`src/rtl/mem_access_ctrl_pkg.sv`:
```
`default_nettype none
// ----------------------------------------------------------------------------
// mem_access_ctrl_pkg
//   Shared types and constants for the memory-stage access controller.
//   Contents: data word width and type, FSM state encoding.
// Revision: 1.0 - initial release
// ----------------------------------------------------------------------------
package mem_access_ctrl_pkg;

   localparam int WORD_W = 32;
   typedef logic [WORD_W-1:0] word_t;

   // Memory-stage FSM encoding
   localparam logic [1:0] ST_IDLE   = 2'd0; // no outstanding access
   localparam logic [1:0] ST_REQ    = 2'd1; // request held at the cache
   localparam logic [1:0] ST_DONE   = 2'd2; // finished, pipeline frozen externally
   localparam logic [1:0] ST_HALTED = 2'd3; // terminal

endpackage : mem_access_ctrl_pkg
`default_nettype wire

```
`src/rtl/mem_access_ctrl_sat_counter.sv`:
```
`default_nettype none
// ----------------------------------------------------------------------------
// sat_counter
//   Up-counter that stops at all-ones instead of wrapping.
//   Ports: CLK, nRST (async active-low), inc (count enable),
//          count [CNT_W-1:0] (current value).
// Revision: 1.0 - initial release
// ----------------------------------------------------------------------------
module sat_counter #(
   parameter int CNT_W = 32
) (
   input  logic             CLK,
   input  logic             nRST,
   input  logic             inc,
   output logic [CNT_W-1:0] count
);

   always_ff @(posedge CLK or negedge nRST) begin
      if (!nRST) begin
         count <= '0;
      end else if (inc && (count != {CNT_W{1'b1}})) begin
         count <= count + 1'b1;
      end
   end

endmodule : sat_counter
`default_nettype wire

```
`src/rtl/mem_access_ctrl.sv`:
```
`default_nettype none
// ----------------------------------------------------------------------------
// mem_access_ctrl
//   Memory-stage controller between EX/MEM and the data-side cache port.
//   Issues one load/store per instruction, holds it until dhit, bypasses
//   load data on the hit cycle, drives MEM/WB enable/flush and the MEM
//   stall, tracks sticky halt and counts memory stall cycles.
//   Ports:
//     CLK, nRST                      clock, async active-low reset
//     valid/dREN/dWEN/result/rdat2/halt _EX_MEM   EX/MEM register fields
//     stall_ext                      external pipeline freeze
//     dhit, dmemload                 cache completion and read data
//     dmemREN, dmemWEN, dmemaddr, dmemstore       cache request
//     mem_data_MEM                   load data to MEM/WB
//     mem_stall, enable_MEM_WB, flush_MEM_WB      pipeline control
//     halt, stall_cycles             status to the CPU tracker
// Revision: 1.0 - initial release
// ----------------------------------------------------------------------------
module mem_access_ctrl
   import mem_access_ctrl_pkg::*;
#(
   parameter int CNT_W = 32
) (
   input  logic             CLK,
   input  logic             nRST,
   input  logic             valid_EX_MEM,
   input  logic             dREN_EX_MEM,
   input  logic             dWEN_EX_MEM,
   input  word_t            result_EX_MEM,
   input  word_t            rdat2_EX_MEM,
   input  logic             halt_EX_MEM,
   input  logic             stall_ext,
   input  logic             dhit,
   input  word_t            dmemload,
   output logic             dmemREN,
   output logic             dmemWEN,
   output word_t            dmemaddr,
   output word_t            dmemstore,
   output word_t            mem_data_MEM,
   output logic             mem_stall,
   output logic             enable_MEM_WB,
   output logic             flush_MEM_WB,
   output logic             halt,
   output logic [CNT_W-1:0] stall_cycles
);

   logic [1:0] state;
   logic [1:0] state_nxt;
   word_t      load_q;
   logic       acc;
   logic       is_store;
   logic       req_active;

   assign acc      = valid_EX_MEM & (dREN_EX_MEM | dWEN_EX_MEM);
   // A store wins when both enables are set
   assign is_store = dWEN_EX_MEM;

   // Request is live only in IDLE/REQ; gated by nRST so a request caught
   // by reset is dropped at once rather than after the next edge.
   assign req_active = nRST & acc & ((state == ST_IDLE) | (state == ST_REQ));

   assign dmemREN   = req_active & ~is_store;
   assign dmemWEN   = req_active &  is_store;
   assign dmemaddr  = req_active ? result_EX_MEM : '0;
   assign dmemstore = req_active ? rdat2_EX_MEM  : '0;

   assign mem_stall     = req_active & ~dhit;
   assign enable_MEM_WB = ~stall_ext;
   // Bubble into MEM/WB while waiting so writeback never repeats
   assign flush_MEM_WB  = mem_stall & ~stall_ext;

   assign mem_data_MEM = dhit ? dmemload : load_q;

   always_comb begin
      state_nxt = state;
      case (state)
         ST_IDLE: begin
            if (acc) begin
               if (!dhit)          state_nxt = ST_REQ;
               else if (stall_ext) state_nxt = ST_DONE;
            end else if (halt_EX_MEM && valid_EX_MEM) begin
               state_nxt = ST_HALTED;
            end
         end
         ST_REQ: begin
            if (dhit) state_nxt = stall_ext ? ST_DONE : ST_IDLE;
         end
         ST_DONE: begin
            if (!stall_ext) state_nxt = ST_IDLE;
         end
         ST_HALTED: state_nxt = ST_HALTED;
         default:   state_nxt = ST_IDLE;
      endcase
   end

   always_ff @(posedge CLK or negedge nRST) begin
      if (!nRST) begin
         state  <= ST_IDLE;
         load_q <= '0;
         halt   <= 1'b0;
      end else begin
         state <= state_nxt;
         if (dhit && req_active && !is_store) begin
            load_q <= dmemload;
         end
         if (state_nxt == ST_HALTED) begin
            halt <= 1'b1;
         end
      end
   end

   sat_counter #(
      .CNT_W (CNT_W)
   ) u_stall_cnt (
      .CLK   (CLK),
      .nRST  (nRST),
      .inc   (mem_stall),
      .count (stall_cycles)
   );

endmodule : mem_access_ctrl
`default_nettype wire

```
`config.mk`:
```
export PLATFORM = sky130hd
export DESIGN_NAME = mem_access_ctrl
export DESIGN_NICKNAME = d
export VERILOG_FILES = /design/src/rtl/mem_access_ctrl_pkg.sv /design/src/rtl/mem_access_ctrl_sat_counter.sv /design/src/rtl/mem_access_ctrl.sv
export SDC_FILE = /design/constraint.sdc
export NUM_CORES = 1
export LEC_CHECK = 0
export CORE_MARGIN = 2
export CORE_UTILIZATION = 35
export DETAILED_ROUTE_END_ITERATION = 6
export MAX_ROUTING_LAYER = met4
export PLACE_DENSITY = 0.74
export SLEW_MARGIN = 20
export SYNTH_ARGS = -nofsm -noshare
export SYNTH_HDL_FRONTEND = slang
export SYNTH_SLANG_ARGS = --single-unit
```
`constraint.sdc`:
```
create_clock -name CLK -period 3.4 [get_ports CLK]
set_input_delay 0.85 -clock CLK [delete_from_list [all_inputs] [get_ports CLK]]
set_output_delay 0.85 -clock CLK [all_outputs]
set_load 0.005 [all_outputs]
```
* Yosys cells after proc, flatten, opt, wreduce, memory -nomap -nowiden *
Index checks and enable logic that the tools add are counted.

word-level totals
  bits in registers = 67
  input bits = 104
  output and inout bits = 134
  word-level logic and storage cells = 39

cells by class
  add/sub/neg operators = 1
  equal/unequal tests = 5
  multiplexer cells = 11
  bitwise gates (word level) = 12
  reductions and logical operators = 6

operators by type and width
  operator                                              number
  2-to-1 mux 32 bit                                     3
  adder 32 x 1 -> 32 bit (second input constant)        1
  inequality test 32 bit (second input constant)        1
  2-to-1 mux 2 bit                                      7
  case mux 2 bit (4 select lines)                       1
  AND 1 bit                                             7
  equality test 2 bit (second input constant)           3
  logical AND 1 bit                                     4
  NOT 1 bit                                             3
  equality test 2 x 1 -> 1 bit (second input constant)  1
  zero test 2 bit                                       1
  OR 1 bit                                              2
  zero test 1 bit                                       1

* Depth between registers and ports, before layout *
Gate-level depths: netlist of run 1.

  depth in word-level cells = 6
  depth in mapped cells = 8
  depth with buffers taken out = 6

* Cells and area by module *
Synthesis of run 1 repeated with hierarchy kept, for this count alone.

unflattened totals
  cells, all modules = 353
  area total of the unflattened synthesis = 4036.4 um^2

modules (own cells, without submodules)
  module           times used  cells an instance  area each (um^2)  seq. area each (um^2)
  mem_access_ctrl  1           202                2412.3            875.8
  sat_counter      1           151                1624.1            800.8

* Worst setup path after synthesis of run 1 *
OpenSTA, ideal clock, no wires.

  path type = input port to output port
  start = input port dhit
  end = output port mem_data_MEM[10]
  data arrival time = 1849 ps
  data required time = 2550 ps
  slack = 701 ps
  stages = 3
  path buffers = 2
  cells stage by stage = clkbuf_1 > buf_1 > mux2_2

on the way
  word-level cells in the longest chain between the ends = 1

RTL lines
  what               line                   text
  start, declared    mem_access_ctrl.sv:33  input logic dhit,
  2-to-1 mux 32 bit  mem_access_ctrl.sv:72  assign mem_data_MEM = dhit ? dmemload : load_q;
  end, declared      mem_access_ctrl.sv:39  output word_t mem_data_MEM,

No other way between the ends.

* Worst setup path after layout of run 1 *
  start = input port valid_EX_MEM
  end = output port dmemaddr[10]

on the way
  word-level cells in the longest chain between the ends = 4

RTL lines
  what                     line                   text
  start, declared          mem_access_ctrl.sv:26  input logic valid_EX_MEM,
  AND 1 bit                mem_access_ctrl.sv:54  assign acc = valid_EX_MEM & (dREN_EX_MEM | dWEN_EX_MEM);
  AND 1 bit (2 in series)  mem_access_ctrl.sv:60  assign req_active = nRST & acc & ((state == ST_IDLE) | (state == ST_REQ));
  2-to-1 mux 32 bit        mem_access_ctrl.sv:64  assign dmemaddr = req_active ? result_EX_MEM : '0;
  end, declared            mem_access_ctrl.sv:37  output word_t dmemaddr,

No other way between the ends.

==> impl_metrics.env, run 1 <==
export IMPL_gp_congestion=0.9503
export IMPL_synth_most_common_cell="dfrtp_1"
export IMPL_finalClockSkew_ns=0.005337
export IMPL_finalPower_mw=2.767
export IMPL_finalCritPeriodShare=0.9968
export IMPL_fin_ws_ns=0.01078
export IMPL_p_int_mw=2.014
export IMPL_ir_worst_vdd_v=0.0002165
export IMPL_cts_buffers=9
export IMPL_endpoint_kind="output pin"
export IMPL_netlist_area_leader_share=0.4298
export IMPL_vias=3864
export IMPL_synth_top_cells_by_count="dfrtp_1, and3_1, mux2_2"
export IMPL_avgViaCountPerCell=5.125
export IMPL_combPwrFrac=0.386
export IMPL_placed_area_mm2=0.006474
export IMPL_cap_violations=0
export IMPL_timing_fmax_mhz=295.1
export IMPL_syn_to_final_growth_pct=70.37
export IMPL_die_x_um=109.6
export IMPL_die_area_mm2=0.01201
export IMPL_synth_top_area_cell="dfrtp_1"
export IMPL_initial_utilization=0.3599
export IMPL_synth_cell_types=44
export IMPL_grt_max_degree=63
export IMPL_worstMarginPinSlew_ns=0.7666
export IMPL_hpwl_um=10270
export IMPL_hold_path_class="input port to async pin"
export IMPL_cp_required_ns=2.55
export IMPL_wl_per_cell_um=17.99
export IMPL_cts_max_path_buffers=2
export IMPL_arrival_ns=2.54
export IMPL_boundaryPins=238
export IMPL_drtIter0Drc=169
export IMPL_insertion_delay_ns=0.33
export IMPL_switching_share=0.2723
export IMPL_seq_area_mm2=0.001677
export IMPL_ys_ff_latch=67
export IMPL_antenna_found_initial=0
export IMPL_cts_tree="done"
export IMPL_ys_seq_area_frac=0.4298
export IMPL_design_area_mm2=0.006646
export IMPL_remaining_drc_errors=0
export IMPL_multi_input_area_mm2=0.002100
export IMPL_slew_viol_final=0
export IMPL_drt_first_pass_iters=5
export IMPL_synth_warnings=0
export IMPL_ys_top_cells_by_area="dfrtp_1, mux2_2, and3_1"
export IMPL_drive_gt1_frac=0.1680
export IMPL_pwr_share_clk=0.196
export IMPL_p_leak_nw=3.077
export IMPL_fillers=958
export IMPL_grt_pass1_wl_um=20400
export IMPL_nNetsFinal=713
export IMPL_die_h_um=109.6
export IMPL_status="finished, final reports clean"
export IMPL_crit_fanout=49
export IMPL_routed_wl_um=13570
export IMPL_antenna_left=0
export IMPL_slew_headroom=0.4889
export IMPL_track_usage=0.2280
export IMPL_synth_cells=373
export IMPL_worstSetupStartpointType="input port"
export IMPL_hold_viol=0
export IMPL_htree_num_levels=3
export IMPL_p_sw_mw=0.7533
export IMPL_synth_area_mm2=0.003901
export IMPL_path_clk_slew_ns=0.07
export IMPL_synth_edf_count=0
export IMPL_clock_sinks=67
export IMPL_setup_viol=0
export IMPL_post_place_ws_ns=0.005409
export IMPL_power_frac_seq=0.418
export IMPL_grt_overflow_total=0
export IMPL_synth_async_reset_ratio=1.000
export IMPL_syn_nets=478
export IMPL_fp_row_count=38
export IMPL_port_buffers=237
export IMPL_grt_pass1_vias=3953
export IMPL_cts_root_buf="clkbuf_8"
export IMPL_fin_crit_ns=3.389
export IMPL_criticalPathCategory="input port to output pin"
export IMPL_synth_main_ff_cell="dfrtp_1"
export IMPL_coreArea_mm2=0.01084
export IMPL_synth_avg_cell_area_um2=10.46
export IMPL_powerDensity_mw_per_mm2=416.3
final timing paths:
kind                            depth (start not counted)                    end                  start  slack (ns)
worst min-delay path                                    1              load_q[8]                   nRST        0.36
worst min register to register                          1                   halt                   halt        0.48
worst max-delay path                                    5           dmemaddr[10]           valid_EX_MEM        0.01
min in group CLK                                        1                   halt                   halt        0.48
max in group asynchronous                               2  u_stall_cnt.count[10]                   nRST        2.02
worst max register to register                          6   u_stall_cnt.count[5]  u_stall_cnt.count[19]        1.11
metrics by stage:
stage / utilization / setup TNS (ns) / hold slack [ns] / std cells
floorplan: - / 0 / 0.4510 / 373
global placement: 0.5972 / 0 / 0.4503 / 737
detailed placement: 0.5972 / 0 / 0.4620 / 737
CTS: 0.6113 / 0 / 0.3459 / 753
global route: 0.6129 / -0.0008016 / 0.3577 / 753
finish: 0.6131 / 0 / 0.3634 / 754
flip-flops by register name, indices dropped and copies added (netlist names):
| register | flops |
|---|---|
| halt | 1 |
| u_stall_cnt.count | 32 |
| load_q | 32 |
| state | 2 |
critical path: stages:
cell and delay (ns):
clkdlybuf4s50_1 0.49, and3b_2 0.25, buf_12 0.20, and3_1 0.22, clkdlybuf4s50_1 0.51
power groups by stage:
| stage | sequential, mW | clock, mW | combinational [mW] |
|---|---|---|---|
| after CTS | 1.16 | 0.568 | 1.08 |
| after global routing | 1.19 | 0.599 | 1.16 |
| final | 1.16 | 0.541 | 1.07 |
| after detailed placement | 1.17 | 0 | 1.07 |
| after global placement | 1.15 | 0 | 1.06 |
| after floorplan | 1.13 | 0 | 0.462 |
timing repair:
action	CTS	global route
gates resized for setup	1	7
buffers inserted	0	0
hold buffers	0	0
setup endpoints to repair	1	7
kinds of logic (layout without fill, tap and decap cells):
family	count (synthesis)	after routing	share of synthesized area
flops	67	67	0.4298
xor+xnor	27	27	0.06061
simple gates	165	165	0.2543
other cells	0	1	0
buf+inv	32	272	0.03271
mux	67	67	0.1944
compound gates	14	14	0.02502
fa+ha+maj	1	1	0.003207
routing by layer:
layer / vias to the layer above / track usage / routed length (um)
met4: 0 / 0.1004 / 398
met1: 1856 / 0.2766 / 5665
met5: - / - / 0
met2: 157 / 0.3757 / 6802
li1: 1831 / - / -
met3: 20 / 0.03616 / 700
final cells by class:
type	count	area share
antenna	1	0.0003765
clock buffer	13	0.02090
clock inverter	3	0.002259
inverter	6	0.003389
multi-input combinational	274	0.3159
sequential	67	0.2523
tap	140	0.02636
timing repair buffer	250	0.3786
layout by cell type, fill, tap and decap left out, drive strengths merged:
cell type and n:
nand3b 1, clkdlybuf4s50 229, o21ai 3, and2 3
xnor2 11, a21oi 2, and4bb 2, inv 6
nand4 13, nor3b 1, or2 1, a221o 1
and3 70, nor2 13, dlymetal6s2s 6, and3b 1
o32a 1, or3 3, or2b 1, o211ai 1
nor3 12, mux2 67, clkinv 3, nor4b 1
nor4 10, dlygate4sd2 1, clkbuf 13, a31oi 3
diode 1, ha 1, buf 14, o2111a 1
nand4b 1, xor2 16, nand2 17, a21o 2
nand3 13, and4 2, dfrtp 67
No activity file was read; power rests on OpenSTA's default activity.
==> run 2, diff against run 1 <==
RECOVER_POWER = 25   (was default)
clock period = 4.4 ns   (was 3.4 ns; I/O delays follow)
==> run 2 against run 1 <==
The flow now finishes with violations (capacitance limit, slew limit). Worst setup slack improved by 0.31 ns. Sequential power decreased by 23%. Count of clock-buffer cells in the layout decreased by 1. Power decreased by 22%. Clock skew increased by 0.0047 ns. Critical path depth decreased by 1. Via count decreased by 0.96%. Combinational power decreased by 23%.
==> impl_metrics.env, run 2 (same netlist as run 1, synthesis figures left out) <==
export IMPL_grt_pass1_vias=3858
export IMPL_fin_setup_tns_ns=0
export IMPL_cts_root_buf="clkbuf_8"
export IMPL_cts_hold_buf=0
export IMPL_fin_crit_ns=4.077
export IMPL_grt_max_degree=66
export IMPL_cts_resized=0
export IMPL_setup_viol=0
export IMPL_grt_overflow_total=0
export IMPL_rr_startpoint="u_stall_cnt.count[19]"
export IMPL_layout_commonest_cell="clkdlybuf4s50_1"
export IMPL_postCtsSetupRepairBufs=0
export IMPL_initial_utilization=0.3599
export IMPL_wl_per_cell_um=18.17
export IMPL_gp_congestion=0.9146
export IMPL_syn_to_final_growth_pct=68.63
export IMPL_hold_viol=0
export IMPL_die_x_um=109.6
export IMPL_nNetsFinal=710
export IMPL_criticalPathCategory="input port to output pin"
export IMPL_rsz0062_at_grt="false"
export IMPL_slew_viol_final=50
export IMPL_critPathLaunch="dhit"
export IMPL_finalClockSkew_ns=0.01002
export IMPL_violations="capacitance limit, slew limit"
export IMPL_htree_num_levels=3
export IMPL_worstSetupStartpointType="input port"
export IMPL_hpwl_um=10320
export IMPL_coreArea_mm2=0.01084
export IMPL_powerDensity_mw_per_mm2=327.8
export IMPL_layout_common_cells="clkdlybuf4s50_1, dfrtp_1, and3_1"
export IMPL_cap_violations=1
export IMPL_endpoint_kind="output pin"
export IMPL_routed_wl_um=13580
export IMPL_timing_fmax_mhz=245.3
export IMPL_remaining_drc_errors=0
export IMPL_crit_end="mem_data_MEM[3]"
export IMPL_r2r_end="u_stall_cnt.count[1]"
export IMPL_finalCritPeriodShare=0.9265
export IMPL_cts_max_path_buffers=2
export IMPL_cts_buffers=9
export IMPL_boundaryPins=238
export IMPL_antenna_found_initial=1
export IMPL_drt_first_pass_iters=4
export IMPL_ir_worst_vdd_v=0.0001722
export IMPL_vias=3827
export IMPL_drive_gt1_frac=0.1601
export IMPL_slew_headroom=-0.7435
export IMPL_arrival_ns=2.98
export IMPL_path_clk_slew_ns=0.06
export IMPL_p_leak_nw=2.931
export IMPL_avgViaCountPerCell=5.123
export IMPL_track_usage=0.2303
export IMPL_r2r_slack_ns=1.90
export IMPL_drtIter0Drc=187
export IMPL_postLayoutCoreUtil=0.6069
export IMPL_fp_row_count=38
export IMPL_worstMarginPinSlew_ns=2.615
export IMPL_crit_fanout=15
export IMPL_antenna_left=0
export IMPL_hold_path_class="flop to flop"
export IMPL_largest_registers="load_q x32, u_stall_cnt.count x32, state x2"
export IMPL_die_area_mm2=0.01201
export IMPL_insertion_delay_ns=0.35
export IMPL_cts_tree="done"
export IMPL_finalPower_mw=2.156
export IMPL_die_h_um=109.6
export IMPL_status="complete, but fails checks"
export IMPL_cp_required_ns=3.30
export IMPL_grt_pass1_wl_um=20380
export IMPL_clock_sinks=67
export IMPL_port_buffers=237
export IMPL_r2r_cells=5
run 2: metal layers:
| layer | vias up | track usage | share of wire |
|---|---|---|---|
| met4 | 0 | 0.1004 | 0.031 |
| met3 | 27 | 0.03734 | 0.057 |
| met1 | 1822 | 0.2841 | 0.41 |
| met2 | 155 | 0.3735 | 0.50 |
| li1 | 1823 | - | - |
| met5 | - | - | 0 |
run 2: where the power goes:
| part | switching, mW | internal (mW) |
|---|---|---|
| Combinational | 0.262 | 0.562 |
| Clock | 0.216 | 0.223 |
| Sequential | 0.105 | 0.789 |
run 2: critical path: stages:
cell	delay, ns
clkdlybuf4s50_1	0.74
buf_4	0.31
mux2_2	0.36
clkdlybuf4s50_1	0.46
run 2: layout make-up:
class / count / area [um2]
clock buffers: 12 / 155.1
flip-flops and latches: 67 / 1677
inverters: 6 / 22.52
multi-input cells: 274 / 2097
fillers: 909 / 4262
well taps: 140 / 175.2
diodes: 1 / 2.502
repair buffers: 247 / 2450
run 2: worst min-delay path by stage:
| stage | from | end | depth (start not counted) |
|---|---|---|---|
| 3_3_place_gp | halt | halt | 1 |
| 3_5_place_dp | halt | halt | 1 |
| 2_1_floorplan | halt | halt | 1 |
| 6_report | halt | halt | 1 |
| 5_1_grt | halt | halt | 1 |
| 4_1_cts | halt | halt | 1 |
run 2: metrics by stage:
| stage | cell area, um2 | setup slack [ns] | hold WS [ns] | cells |
|---|---|---|---|---|
| global route | 6579 | 0.2390 | 0.4930 | 747 |
| finish | 6579 | 0.3232 | 0.4574 | 747 |
| global placement | 6426 | 0.3258 | 0.4402 | 734 |
| floorplan | 3901 | 1.201 | 0.4510 | 373 |
| CTS | 6581 | 0.3094 | 0.4649 | 746 |
| detailed placement | 6426 | 0.3164 | 0.4475 | 734 |
==> run 3, diff against run 2 <==
CORE_ASPECT_RATIO = 0.6   (was default)
==> run 3 against run 2 <==
The flow still finishes with violations (capacitance limit, slew limit). Final area increased by 2.5%. Count of clock-buffer cells in the layout decreased by 1. First-iteration DRC count increased by 5.3%. Combinational power decreased by 0.6%. Worst hold slack improved by 0.0077 ns. Final cell count increased by 0.13%. Critical path depth increased by 1. Sequential share of layout area decreased by 0.61 points. Die area increased by 0.23%. Via count increased by 0.37%. Largest cell class unchanged.
==> impl_metrics.env, run 3 (same netlist as run 1, synthesis figures left out) <==
export IMPL_arrival_ns=3.09
export IMPL_setup_viol=0
export IMPL_slew_headroom=-0.08673
export IMPL_antenna_found_initial=0
export IMPL_wl_per_cell_um=17.32
export IMPL_drt_first_pass_iters=4
export IMPL_drive_gt1_frac=0.1675
export IMPL_grt_max_degree=68
export IMPL_track_usage=0.2152
export IMPL_cts_tree="done"
export IMPL_cts_buffers=9
export IMPL_grt_overflow_total=0
export IMPL_fin_crit_ns=4.187
export IMPL_routed_wl_um=12950
export IMPL_hpwl_um=9983
export IMPL_remaining_drc_errors=0
export IMPL_syn_to_final_growth_pct=72.80
export IMPL_antenna_left=0
export IMPL_cts_max_path_buffers=2
export IMPL_seq_area_mm2=0.001677
export IMPL_boundaryPins=238
export IMPL_port_buffers=237
export IMPL_endpoint_kind="output pin"
export IMPL_clock_sinks=67
export IMPL_finalCritPeriodShare=0.9515
export IMPL_hold_viol=0
export IMPL_violations="capacitance limit, slew limit"
export IMPL_gp_congestion=0.8521
export IMPL_grt_pass1_wl_um=19730
export IMPL_multi_input_area_mm2=0.002097
export IMPL_layout_commonest_cell="clkdlybuf4s50_1"
export IMPL_fin_setup_tns_ns=0
export IMPL_slew_viol_final=68
export IMPL_layout_common_cells="clkdlybuf4s50_1, dfrtp_1, and3_1"
export IMPL_initial_utilization=0.3645
export IMPL_coreArea_mm2=0.01070
export IMPL_top_usage_layer="met2"
export IMPL_met1_usage=0.2911
export IMPL_cts_hold_buf=0
export IMPL_ir_worst_vdd_v=0.0001985
export IMPL_fp_row_count=29
export IMPL_hold_path_class="flop to flop"
export IMPL_timing_fmax_mhz=238.9
export IMPL_cts_root_buf="clkbuf_16"
export IMPL_powerDensity_mw_per_mm2=369.0
export IMPL_status="complete, but fails checks"
export IMPL_worstMarginPinSlew_ns=1.630
export IMPL_fillers=855
export IMPL_insertedDiodeCount=0
export IMPL_path_clk_slew_ns=0.05
export IMPL_die_x_um=140.3
export IMPL_postLayoutCoreUtil=0.6298
export IMPL_cp_required_ns=3.30
export IMPL_drtIter0Drc=197
export IMPL_vias=3841
export IMPL_insertion_delay_ns=0.33
export IMPL_met3_usage=0.06086
export IMPL_die_h_um=85.78
export IMPL_die_area_mm2=0.01203
export IMPL_worstSetupStartpointType="input port"
export IMPL_avgViaCountPerCell=5.135
export IMPL_criticalPathCategory="input port to output pin"
export IMPL_cap_violations=1
export IMPL_crit_fanout=41
export IMPL_nNetsFinal=709
export IMPL_htree_num_levels=3
export IMPL_finalClockSkew_ns=0.005119
export IMPL_largest_registers="load_q x32, u_stall_cnt.count x32, state x2"
export IMPL_grt_pass1_vias=3794
export IMPL_rsz0062_at_grt="false"
export IMPL_r2r_slack_ns=1.84
export IMPL_use_met2=0.3209
export IMPL_p_leak_nw=3.016
run 3: cell types whose count changed in the layout (fill, tap and decap cells not counted):
cell,delta
clkbuf_16,+9
bufinv_16,+2
clkbuf_8,-9
clkinv_2,+3
buf_4,-1
clkbuf_2,+1
clkbuf_1,-2
diode_2,-1
run 3: routing by layer:
metal | part of all wire | wire (um)
met1 | 0.46 | 5901
met2 | 0.46 | 5895
met3 | 0.077 | 994
met4 | 0.012 | 160
met5 | 0 | 0
run 3: power by group:
group	total, mW	switching [mW]	internal, mW
registers	0.892	0.102	0.790
logic	0.819	0.259	0.559
clock network	0.777	0.254	0.523
run 3: final cells by class:
class                      count  area share
sequential                    67      0.2487
clock buffer                  11     0.03749
inverter                       6    0.003341
timing repair buffer         246      0.3625
clock inverter                 5     0.01114
tap                          139     0.02580
multi-input combinational    274      0.3111
run 3: critical path, cell delays in order:
cell and delay [ns]:
clkdlybuf4s50_1 0.51, or2_2 0.35, buf_4 0.36, and3_1 0.21, clkdlybuf4s50_1 0.54
run 3: final timing paths:
kind	from	endpoint	cells past startpoint
worst max-delay path	dWEN_EX_MEM	dmemaddr[16]	5
worst min-delay path	halt	halt	1
worst max register to register	u_stall_cnt.count[19]	u_stall_cnt.count[1]	5
worst min register to register	halt	halt	1
max in group asynchronous	nRST	load_q[1]	2
min in group asynchronous	nRST	u_stall_cnt.count[13]	2
run 3: per-stage QoR:
step	cell area [um2]	total power, mW	hold slack, ns	cells	worst slack (ns)
floorplan	3901	1.231	0.4510	373	1.201
global placement	6417	1.697	0.4500	732	0.08028
detailed placement	6417	1.725	0.4561	732	0.006030
CTS	6745	2.516	0.4733	748	0.005778
global route	6741	2.629	0.4942	748	0.07617
finish	6741	2.488	0.4650	748	0.2133
run 3: what timing repair did:
action                                  CTS  global route
resized for setup                         0             1
endpoints found under the setup margin    0            43
setup buffers                             0             0
